### src/rtl/c64_bus_arbiter.sv
// Memory bus arbiter interleaving the 6502 (phase 1) and video fetch (phase 0),
// with ba/aec badline handshake that hands both phases to video for a burst.
module c64_bus_arbiter #(
  parameter int ADDR_W  = 16,
  parameter int DATA_W  = 8,
  parameter int BA_LEAD = 3
) (
  input  logic              clk,
  input  logic              reset,
  input  logic [ADDR_W-1:0] cpu_ab,
  input  logic [DATA_W-1:0] cpu_do,
  input  logic              cpu_we,
  output logic              cpu_rdy,
  output logic [DATA_W-1:0] cpu_di,
  output logic              cpu_di_valid,
  input  logic [ADDR_W-1:0] vic_ab,
  input  logic              vic_req,
  input  logic              vic_burst_req,
  input  logic [5:0]        vic_burst_len,
  output logic [DATA_W-1:0] vic_di,
  output logic              vic_valid,
  output logic              ba,
  output logic              aec,
  output logic              phase,
  output logic [ADDR_W-1:0] mem_ab,
  output logic [DATA_W-1:0] mem_do,
  output logic              mem_we,
  input  logic [DATA_W-1:0] mem_di
);

  // state     | meaning
  // ST_NORMAL | phase 0 video reads on vic_req, phase 1 CPU access
  // ST_BA_WAIT| ba low; CPU writes still allowed, reads stalled for BA_LEAD CPU slots
  // ST_BURST  | ba/aec low; video reads in every cycle until burst_cnt runs out
  typedef enum logic [1:0] {ST_NORMAL, ST_BA_WAIT, ST_BURST} state_t;

  localparam logic [2:0] LEAD_INIT = 3'(BA_LEAD);

  state_t            state, state_nxt;
  logic              phase_q;
  logic              ba_q, ba_nxt;
  logic              aec_q, aec_nxt;
  logic [2:0]        lead_cnt, lead_nxt;
  logic [5:0]        burst_cnt, burst_nxt;
  logic [ADDR_W-1:0] last_ab;
  logic              rd_cpu_q, rd_vic_q;
  logic              vic_slot, cpu_slot;

  always_comb begin
    state_nxt = state;
    ba_nxt    = ba_q;
    aec_nxt   = aec_q;
    lead_nxt  = lead_cnt;
    burst_nxt = burst_cnt;
    vic_slot  = 1'b0;
    cpu_slot  = 1'b0;
    if (!reset) begin
      unique case (state)
        ST_NORMAL: begin
          if (!phase_q) begin
            vic_slot = vic_req;
            if (vic_burst_req && (vic_burst_len != 6'd0)) begin
              burst_nxt = vic_burst_len;
              lead_nxt  = LEAD_INIT;
              ba_nxt    = 1'b0;
              state_nxt = ST_BA_WAIT;
            end
          end else begin
            cpu_slot = 1'b1;
          end
        end
        ST_BA_WAIT: begin
          if (!phase_q) begin
            vic_slot = vic_req;
          end else begin
            cpu_slot = cpu_we;
            if (lead_cnt != 3'd0) lead_nxt = lead_cnt - 3'd1;
            if (lead_cnt <= 3'd1) begin
              aec_nxt   = 1'b0;
              state_nxt = ST_BURST;
            end
          end
        end
        ST_BURST: begin
          vic_slot = 1'b1;
          if (burst_cnt != 6'd0) burst_nxt = burst_cnt - 6'd1;
          if (burst_cnt <= 6'd1) begin
            ba_nxt    = 1'b1;
            aec_nxt   = 1'b1;
            state_nxt = ST_NORMAL;
          end
        end
        default: state_nxt = ST_NORMAL;
      endcase
    end
  end

  // Idle slots keep the previous address on the bus.
  assign cpu_rdy = cpu_slot;
  assign mem_we  = cpu_slot & cpu_we;
  assign mem_do  = mem_we ? cpu_do : '0;
  assign mem_ab  = vic_slot ? vic_ab : (cpu_slot ? cpu_ab : last_ab);

  always_ff @(posedge clk or posedge reset) begin
    if (reset) begin
      state     <= ST_NORMAL;
      phase_q   <= 1'b0;
      ba_q      <= 1'b1;
      aec_q     <= 1'b1;
      lead_cnt  <= 3'd0;
      burst_cnt <= 6'd0;
      last_ab   <= '0;
      rd_cpu_q  <= 1'b0;
      rd_vic_q  <= 1'b0;
    end else begin
      state     <= state_nxt;
      phase_q   <= ~phase_q;
      ba_q      <= ba_nxt;
      aec_q     <= aec_nxt;
      lead_cnt  <= lead_nxt;
      burst_cnt <= burst_nxt;
      last_ab   <= mem_ab;
      rd_cpu_q  <= cpu_slot & ~cpu_we;
      rd_vic_q  <= vic_slot;
    end
  end

  assign phase        = phase_q;
  assign ba           = ba_q;
  assign aec          = aec_q;
  assign cpu_di_valid = rd_cpu_q;
  assign vic_valid    = rd_vic_q;
  assign cpu_di       = rd_cpu_q ? mem_di : '0;
  assign vic_di       = rd_vic_q ? mem_di : '0;

endmodule

### config.mk
export PLATFORM = sky130hd
export DESIGN_NAME = c64_bus_arbiter
export DESIGN_NICKNAME = d
export VERILOG_FILES = /design/src/rtl/c64_bus_arbiter.sv
export SDC_FILE = /design/constraint.sdc
export NUM_CORES = 1
export LEC_CHECK = 0
export BUFFER_PORTS_ARGS = -buffer_cell sky130_fd_sc_hd__clkbuf_2
export CAP_MARGIN = 0
export CORE_AREA = 2 2 73 75
export CTS_CLUSTER_SIZE = 28
export DETAILED_ROUTE_END_ITERATION = 7
export DIE_AREA = 0 0 75 77
export GPL_ROUTABILITY_DRIVEN = 0
export PLACE_DENSITY_LB_ADDON = 0.15
export SYNTH_ARGS = -nofsm -noshare
export SYNTH_HDL_FRONTEND = slang
export SYNTH_SLANG_ARGS = --single-unit
export TNS_END_PERCENT = 50
### constraint.sdc
create_clock -name clk -period 2.05 [get_ports clk]
set_input_delay 0.41 -clock clk [delete_from_list [all_inputs] [get_ports clk]]
set_output_delay 0.41 -clock clk [all_outputs]
set_load 0.005 [all_outputs]
==> impl_metrics.sql, run 1 <==
INSERT INTO impl_metrics (metric_group, metric, value, unit) VALUES
('status', 'failed_checks', 'setup timing', ''),
('finish', 'drive_above_1_share', '0.501', ''),
('clocking', 'clock_tree.root_cell', 'clkbuf_8', ''),
('timing', 'timing.fmax', '438', 'MHz'),
('clocking', 'numClockSinks', '32', ''),
('clocking', 'cts-htree-levels', '2', ''),
('timing', 'finalSetupTns', '-4.44', 'ns'),
('synth', 'synth_ff_type', 'dfrtp_1', ''),
('synth', 'flip_flop_and_latch_count_after_synthesis', '32', ''),
('clocking', 'numCtsBuffers', '5', ''),
('critical_path', 'critical_path.reg2reg.startpoint', 'state[0]', ''),
('clocking', 'clock_latency', '0.29', 'ns'),
('critical_path', 'worstPathCellList', 'inv_2 > ha_4 > a21oi_4 > nor3_4 > buf_6 > buf_12 > mux2i_4 > o21ai_2 > buf_2', ''),
('timing', 'setup_violations', '26', ''),
('critical_path', 'critical_path.max_fanout', '6', ''),
('synth', 'sequential_cell_area_fraction_in_the_yosys_report', '0.406', ''),
('place', 'pre_cts_ws', '0.0463', 'ns'),
('finish', 'antennaDiodeCount', '0', ''),
('finish', 'final_util', '0.598', ''),
('finish', 'stdcell_area', '0.00298', 'sq mm'),
('critical_path', 'longest_individual_stage_delay_on_the_worst_path', '0.43', 'ns'),
('finish', 'layout_commonest_cell', 'clkbuf_2', ''),
('routing', 'drtPass1Iterations', '4', ''),
('place', 'hpwl', '3.82', 'mm'),
('timing', 'slew-limit-headroom', '0.718', ''),
('synth', 'synth_largest_type_area_fraction', '0.379', ''),
('global_route', 'grt_antenna_before_repair', '0', ''),
('finish', 'mostFrequentLayoutCells', '99 x clkbuf_2, 30 x dfrtp_1, 24 x nand2_1', ''),
('global_route', 'grt_start_max_net_pins', '34', ''),
('power', 'power-per-cell-area', '1250', 'mW/mm^2'),
('routing', 'routed_wirelength', '5.29', 'mm'),
('status', 'run_status', 'complete, but fails checks', ''),
('timing', 'final-max-slew-violation-count', '0', ''),
('critical_path', 'required', '1.64', 'ns'),
('critical_path', 'critPathArrivalTime', '1.88', 'ns'),
('finish', 'flow.area_growth_from_synthesis', '50.2', '%'),
('clocking', 'cts_tree', 'built', ''),
('critical_path', 'reg2reg_setup_slack', '0.14', 'ns'),
('synth', 'synth-edff-count', '0', ''),
('synth', 'synthCells', '208', ''),
('synth', 'mappedNetlistArea', '0.00198', 'sq mm'),
('clocking', 'cts.hold.buffers_added', '0', ''),
('routing', 'drcViolationCount', '0', ''),
('floorplan', 'die_area', '0.00578', 'sq mm'),
('routing', 'routed_vias', '1924', ''),
('synth', 'yosys.area.top_type', 'dfrtp_1', ''),
('critical_path', 'critPathKind', 'reg2out', ''),
('floorplan', 'floorplan.initialDensity', '0.398', ''),
('routing', 'vias_per_cell', '4.75', ''),
('synth', 'mappedNetlistNets', '276', ''),
('floorplan', 'num_io_pins', '106', ''),
('timing', 'minimum_clock_period', '2.29', 'ns'),
('routing', 'ant_nets', '0', ''),
('floorplan', 'core_area', '0.00498', 'sq mm'),
('routing', 'post_drt_wl_per_cell', '13.0', 'um'),
('synth', 'synthArstFlopShare', '1.00', ''),
('global_route', 'first_global_vias', '1788', ''),
('place', 'placed_area', '0.00267', 'sq mm'),
('floorplan', 'dieWidth', '75', 'um'),
('floorplan', 'fp-row-count', '26', ''),
('routing', 'drt_first_iter_violations', '57', ''),
('worst_hold_path', 'timing.hold.worst.class', 'in2async', ''),
('global_route', 'grt_use_total', '0.191', ''),
('floorplan', 'die_h', '77', 'um'),
('timing', 'post-route-worst-setup-slack', '-0.235', 'ns'),
('synth', 'synth_cell_type_count', '40', ''),
('clocking', 'path_clk_slew', '0.07', 'ns'),
('timing', 'post_route_fraction_of_the_period_consumed_by_the_critical_path', '1.11', ''),
('run', 'cap_violations', '0', ''),
('global_route', 'grt_overflow', '0', ''),
('power', 'total_leakage_power', '0.00152', 'uW');
## per-stage QoR
stage / hold WS, ns / instances
5_1_grt: 0.351 / 405
3_5_place_dp: 0.502 / 387
4_1_cts: 0.343 / 402
6_report: 0.349 / 405
3_3_place_gp: 0.492 / 387
2_1_floorplan: 0.464 / 208
## flip-flops by register name, summed over array words and instances (netlist names)
signal,count
cpu_di_valid,1
vic_valid,1
last_ab,16
ba,1
aec,1
phase,1
burst_cnt,6
state,2
lead_cnt,3
## what timing repair did
| action | 4_1_cts | 5_1_grt |
|---|---|---|
| hold endpoints to repair | 0 | 0 |
| gates cloned | 2 | 0 |
| buffers inserted | 5 | 4 |
| pin swaps | 7 | 7 |
| gates resized for setup | 14 | 22 |
| endpoints found under the setup margin | 25 | 28 |
## where the power goes
group	switching [uW]	internal, uW	total [uW]
Sequential	217	930	1150
Combinational	904	1060	1970
Clock	239	360	599
Total	1360	2350	3710
## critical path: cells and delay by family (launching register included)
kind / cells / cell delay, ns
buffers and inverters: 4 / 0.48
DFF: 1 / 0.43
AOI/OAI and AO/OA: 2 / 0.27
muxes: 1 / 0.18
adders and majority gates: 1 / 0.17
and+or+nand+nor: 1 / 0.05
## cells by family (layout without fill, tap and decap cells)
kind of cell,count (synthesis),in the layout,share of synthesized area
AO/OA/AOI/OAI,43,43,0.145
AND/OR/NAND/NOR,83,83,0.231
adder cells (fa/ha/maj),9,9,0.0569
buffers and inverters,21,148,0.0556
flip-flops,32,32,0.406
multiplexers,20,20,0.106
## synth_stat cells, types with 3 or more instances
cell type / instances
nand3_1: 3
buf_6: 3
nor2_1: 11
and3_1: 10
nand2b_1: 4
o21ai_0: 23
ha_1: 9
and2_1: 17
mux2i_1: 18
dfrtp_1: 30
nor3_1: 3
nand2_1: 24
inv_1: 10
a21oi_1: 4
o21ai_2: 3
clkbuf_1: 5
## final cells by class
class | instances | area [sq um]
timing repair buffer | 130 | 778
sequential | 32 | 803
clock buffer | 6 | 72.6
multi-input combinational | 155 | 1160
fill | 444 | 2000
tap | 70 | 87.6
inverter | 10 | 37.5
clock inverter | 2 | 35.0
## worst paths after layout
path / cells after the start / endpoint
hold / removal: 3 / state[0]
hold reg to reg: 2 / burst_cnt[1]
min in group clk: 3 / last_ab[2]
setup / recovery: 9 / mem_ab[5]
max in group asynchronous: 3 / ba
setup reg to reg: 9 / burst_cnt[2]
## metal layers
layer,global-route usage,part of all wire,vias to the layer above
li1,-,-,977
met1,0.241,0.43,874
met5,0,0,-
met3,0.0447,0.052,11
met4,0.0804,0.023,0
met2,0.306,0.50,62
No activity file was read; power rests on OpenSTA's default activity.
==> inputs of run 2 (changes only) <==
SKIP_LAST_GASP = 1   (was unset)
==> impl_metrics.sql, run 2 (same netlist as run 1, synthesis figures left out) <==
INSERT INTO impl_metrics (metric_group, metric, value, unit) VALUES
('timing', 'tightestPinTransition', '0.420', 'ns'),
('global_route', 'grt_antenna_before_repair', '0', ''),
('critical_path', 'critPathArrivalTime', '1.87', 'ns'),
('floorplan', 'num_io_pins', '106', ''),
('routing', 'vias_per_cell', '4.75', ''),
('routing', 'drtPass1Iterations', '4', ''),
('finish', 'antennaDiodeCount', '0', ''),
('timing', 'post_route_fraction_of_the_period_consumed_by_the_critical_path', '1.11', ''),
('power', 'net-switching-power', '1350', 'uW'),
('routing', 'routed_wirelength', '5.26', 'mm'),
('routing', 'met3_wirelength', '256', 'um'),
('global_route', 'grt_overflow', '0', ''),
('finish', 'stdcell_area', '0.00295', 'sq mm'),
('critical_path', 'critical_path.max_fanout', '6', ''),
('power', 'irDropWorstVdd', '0.633', 'mV'),
('power', 'pwr-share-clk', '0.162', ''),
('finish', 'flow.area_growth_from_synthesis', '49.1', '%'),
('clocking', 'cts_max_path_buffers', '2', ''),
('routing', 'met2WireLength', '2.61', 'mm'),
('place', 'hpwl', '3.82', 'mm'),
('global_route', 'grt_start_max_net_pins', '34', ''),
('power', 'total_leakage_power', '0.00152', 'uW'),
('timing', 'setup_violations', '26', ''),
('finish', 'fin_nets', '402', ''),
('timing', 'worst_hold_slack', '0.351', 'ns'),
('routing', 'drt_first_iter_violations', '73', ''),
('timing', 'clock_skew', '0.00472', 'ns'),
('floorplan', 'die_h', '77', 'um'),
('clocking', 'cts.hold.buffers_added', '0', ''),
('floorplan', 'fp-row-count', '26', ''),
('power', 'power-per-cell-area', '1250', 'mW/mm^2'),
('routing', 'met1_routed_wirelength_after_detailed_routing', '2.27', 'mm'),
('critical_path', 'required', '1.64', 'ns'),
('power', 'sw_frac_of_total', '0.364', ''),
('place', 'placed_area', '0.00267', 'sq mm'),
('finish', 'mostFrequentLayoutCells', '101 x clkbuf_2, 30 x dfrtp_1, 24 x nand2_1', ''),
('critical_path', 'critPathKind', 'reg2out', ''),
('clocking', 'numClockSinks', '32', ''),
('routing', 'post_drt_wl_per_cell', '13.0', 'um'),
('clocking', 'path_clk_slew', '0.07', 'ns'),
('routing', 'routed_vias', '1922', ''),
('timing', 'minimum_clock_period', '2.28', 'ns'),
('clocking', 'clock_tree.root_cell', 'clkbuf_8', ''),
('floorplan', 'die_area', '0.00578', 'sq mm'),
('clocking', 'cts-htree-levels', '2', ''),
('place', 'pre_cts_ws', '0.0463', 'ns'),
('power', 'power_share_of_the_sequential_group', '0.310', ''),
('finish', 'max_flop_register', 'last_ab', ''),
('power', 'internal_power', '2350', 'uW'),
('critical_path', 'startpoint_class', 'register', ''),
('global_route', 'grt_use_total', '0.191', ''),
('timing', 'timing.fmax', '438', 'MHz'),
('worst_hold_path', 'timing.hold.worst.class', 'in2reg', ''),
('power', 'comb_power_share', '0.528', ''),
('finish', 'layout_commonest_cell', 'clkbuf_2', ''),
('clocking', 'numCtsBuffers', '5', ''),
('timing', 'post-route-worst-setup-slack', '-0.233', 'ns'),
('floorplan', 'core_area', '0.00498', 'sq mm'),
('status', 'run_status', 'complete, but fails checks', ''),
('routing', 'route.top_layer_used', 'met4', ''),
('timing', 'final-max-slew-violation-count', '0', ''),
('run', 'cap_violations', '0', ''),
('clocking', 'clock_latency', '0.29', 'ns'),
('global_route', 'first_global_vias', '1790', ''),
('timing', 'rsz0062_at_grt', 'true', ''),
('floorplan', 'floorplan.initialDensity', '0.398', ''),
('finish', 'max_ffs_per_register', '16', ''),
('routing', 'ant_nets', '0', ''),
('critical_path', 'worst_setup_path_end_kind', 'output port', ''),
('finish', 'largestRegisters', 'last_ab x16, burst_cnt x6, lead_cnt x3', ''),
('status', 'failed_checks', 'setup timing', ''),
('clocking', 'cts_tree', 'built', ''),
('floorplan', 'dieWidth', '75', 'um'),
('routing', 'drcViolationCount', '0', ''),
('timing', 'slew-limit-headroom', '0.720', ''),
('timing', 'hold_violations_final', '0', ''),
('place', 'placement.io_buffers', '105', ''),
('global_route', 'grt_pass1_wl', '8.44', 'mm'),
('finish', 'drive_above_1_share', '0.487', '');
-- run 2: cell types whose count changed in the layout (fill, tap and decap cells not counted), sizes merged --
cell / change
buf: -2
clkbuf: +2
-- run 2: path summary, 6_finish.rpt --
| kind | start | endpoint | slack (ns) | cells after the start |
|---|---|---|---|---|
| worst max-delay path | state[0] | mem_ab[5] | -0.23 | 9 |
| worst min-delay path | vic_ab[2] | last_ab[2] | 0.35 | 3 |
| worst max register to register | state[0] | burst_cnt[4] | 0.07 | 9 |
| worst min register to register | burst_cnt[1] | burst_cnt[1] | 0.51 | 2 |
| max in group asynchronous | reset | ba | 1.36 | 3 |
| min in group asynchronous | reset | state[0] | 0.36 | 3 |
-- run 2: routing by layer --
layer  up-vias  GRT usage
li1        980          -
met1       873      0.243
met2        58      0.304
met3        11     0.0447
met4         0     0.0804
met5         -          0
-- run 2: metrics by stage --
stage | total power, uW | utilization | cells | TNS [ns]
after detailed placement | 2760 | 0.535 | 387 | 0
after global routing | 3980 | 0.593 | 405 | -6.82
after global placement | 2720 | 0.535 | 387 | 0
after CTS | 3580 | 0.579 | 402 | -4.35
final | 3690 | 0.593 | 405 | -4.40
after floorplan | 2140 | - | 208 | -0.600
-- run 2: critical path, cell delays in order, from the launching register on --
cell	delay, ns
dfrtp_1	0.43
inv_2	0.08
ha_4	0.17
a21oi_4	0.13
nor3_4	0.05
buf_6	0.13
buf_12	0.13
mux2i_4	0.18
o21ai_2	0.14
buf_2	0.14
-- run 2: cell type report --
type | count | area [sq um]
clock buffer | 6 | 72.6
clock inverter | 2 | 35.0
fill | 445 | 2020
inverter | 10 | 37.5
multi-input combinational | 155 | 1140
sequential | 32 | 803
tap | 70 | 87.6
timing repair buffer | 130 | 778
-- run 2: power groups by stage --
stage	Sequential (uW)	Clock [uW]	Combinational, uW
floorplan	1090	0	1050
global placement	1120	0	1600
detailed placement	1130	0	1630
CTS	1130	623	1830
global route	1170	653	2160
finish	1140	598	1950
-- run 2: timing repair --
action                                  4_1_cts  5_1_grt
resized for setup                            13       16
pin swaps                                     7        7
endpoints found under the hold margin         0        0
cloned                                        2        0
buffers inserted                              5        4
endpoints found under the setup margin       25       28
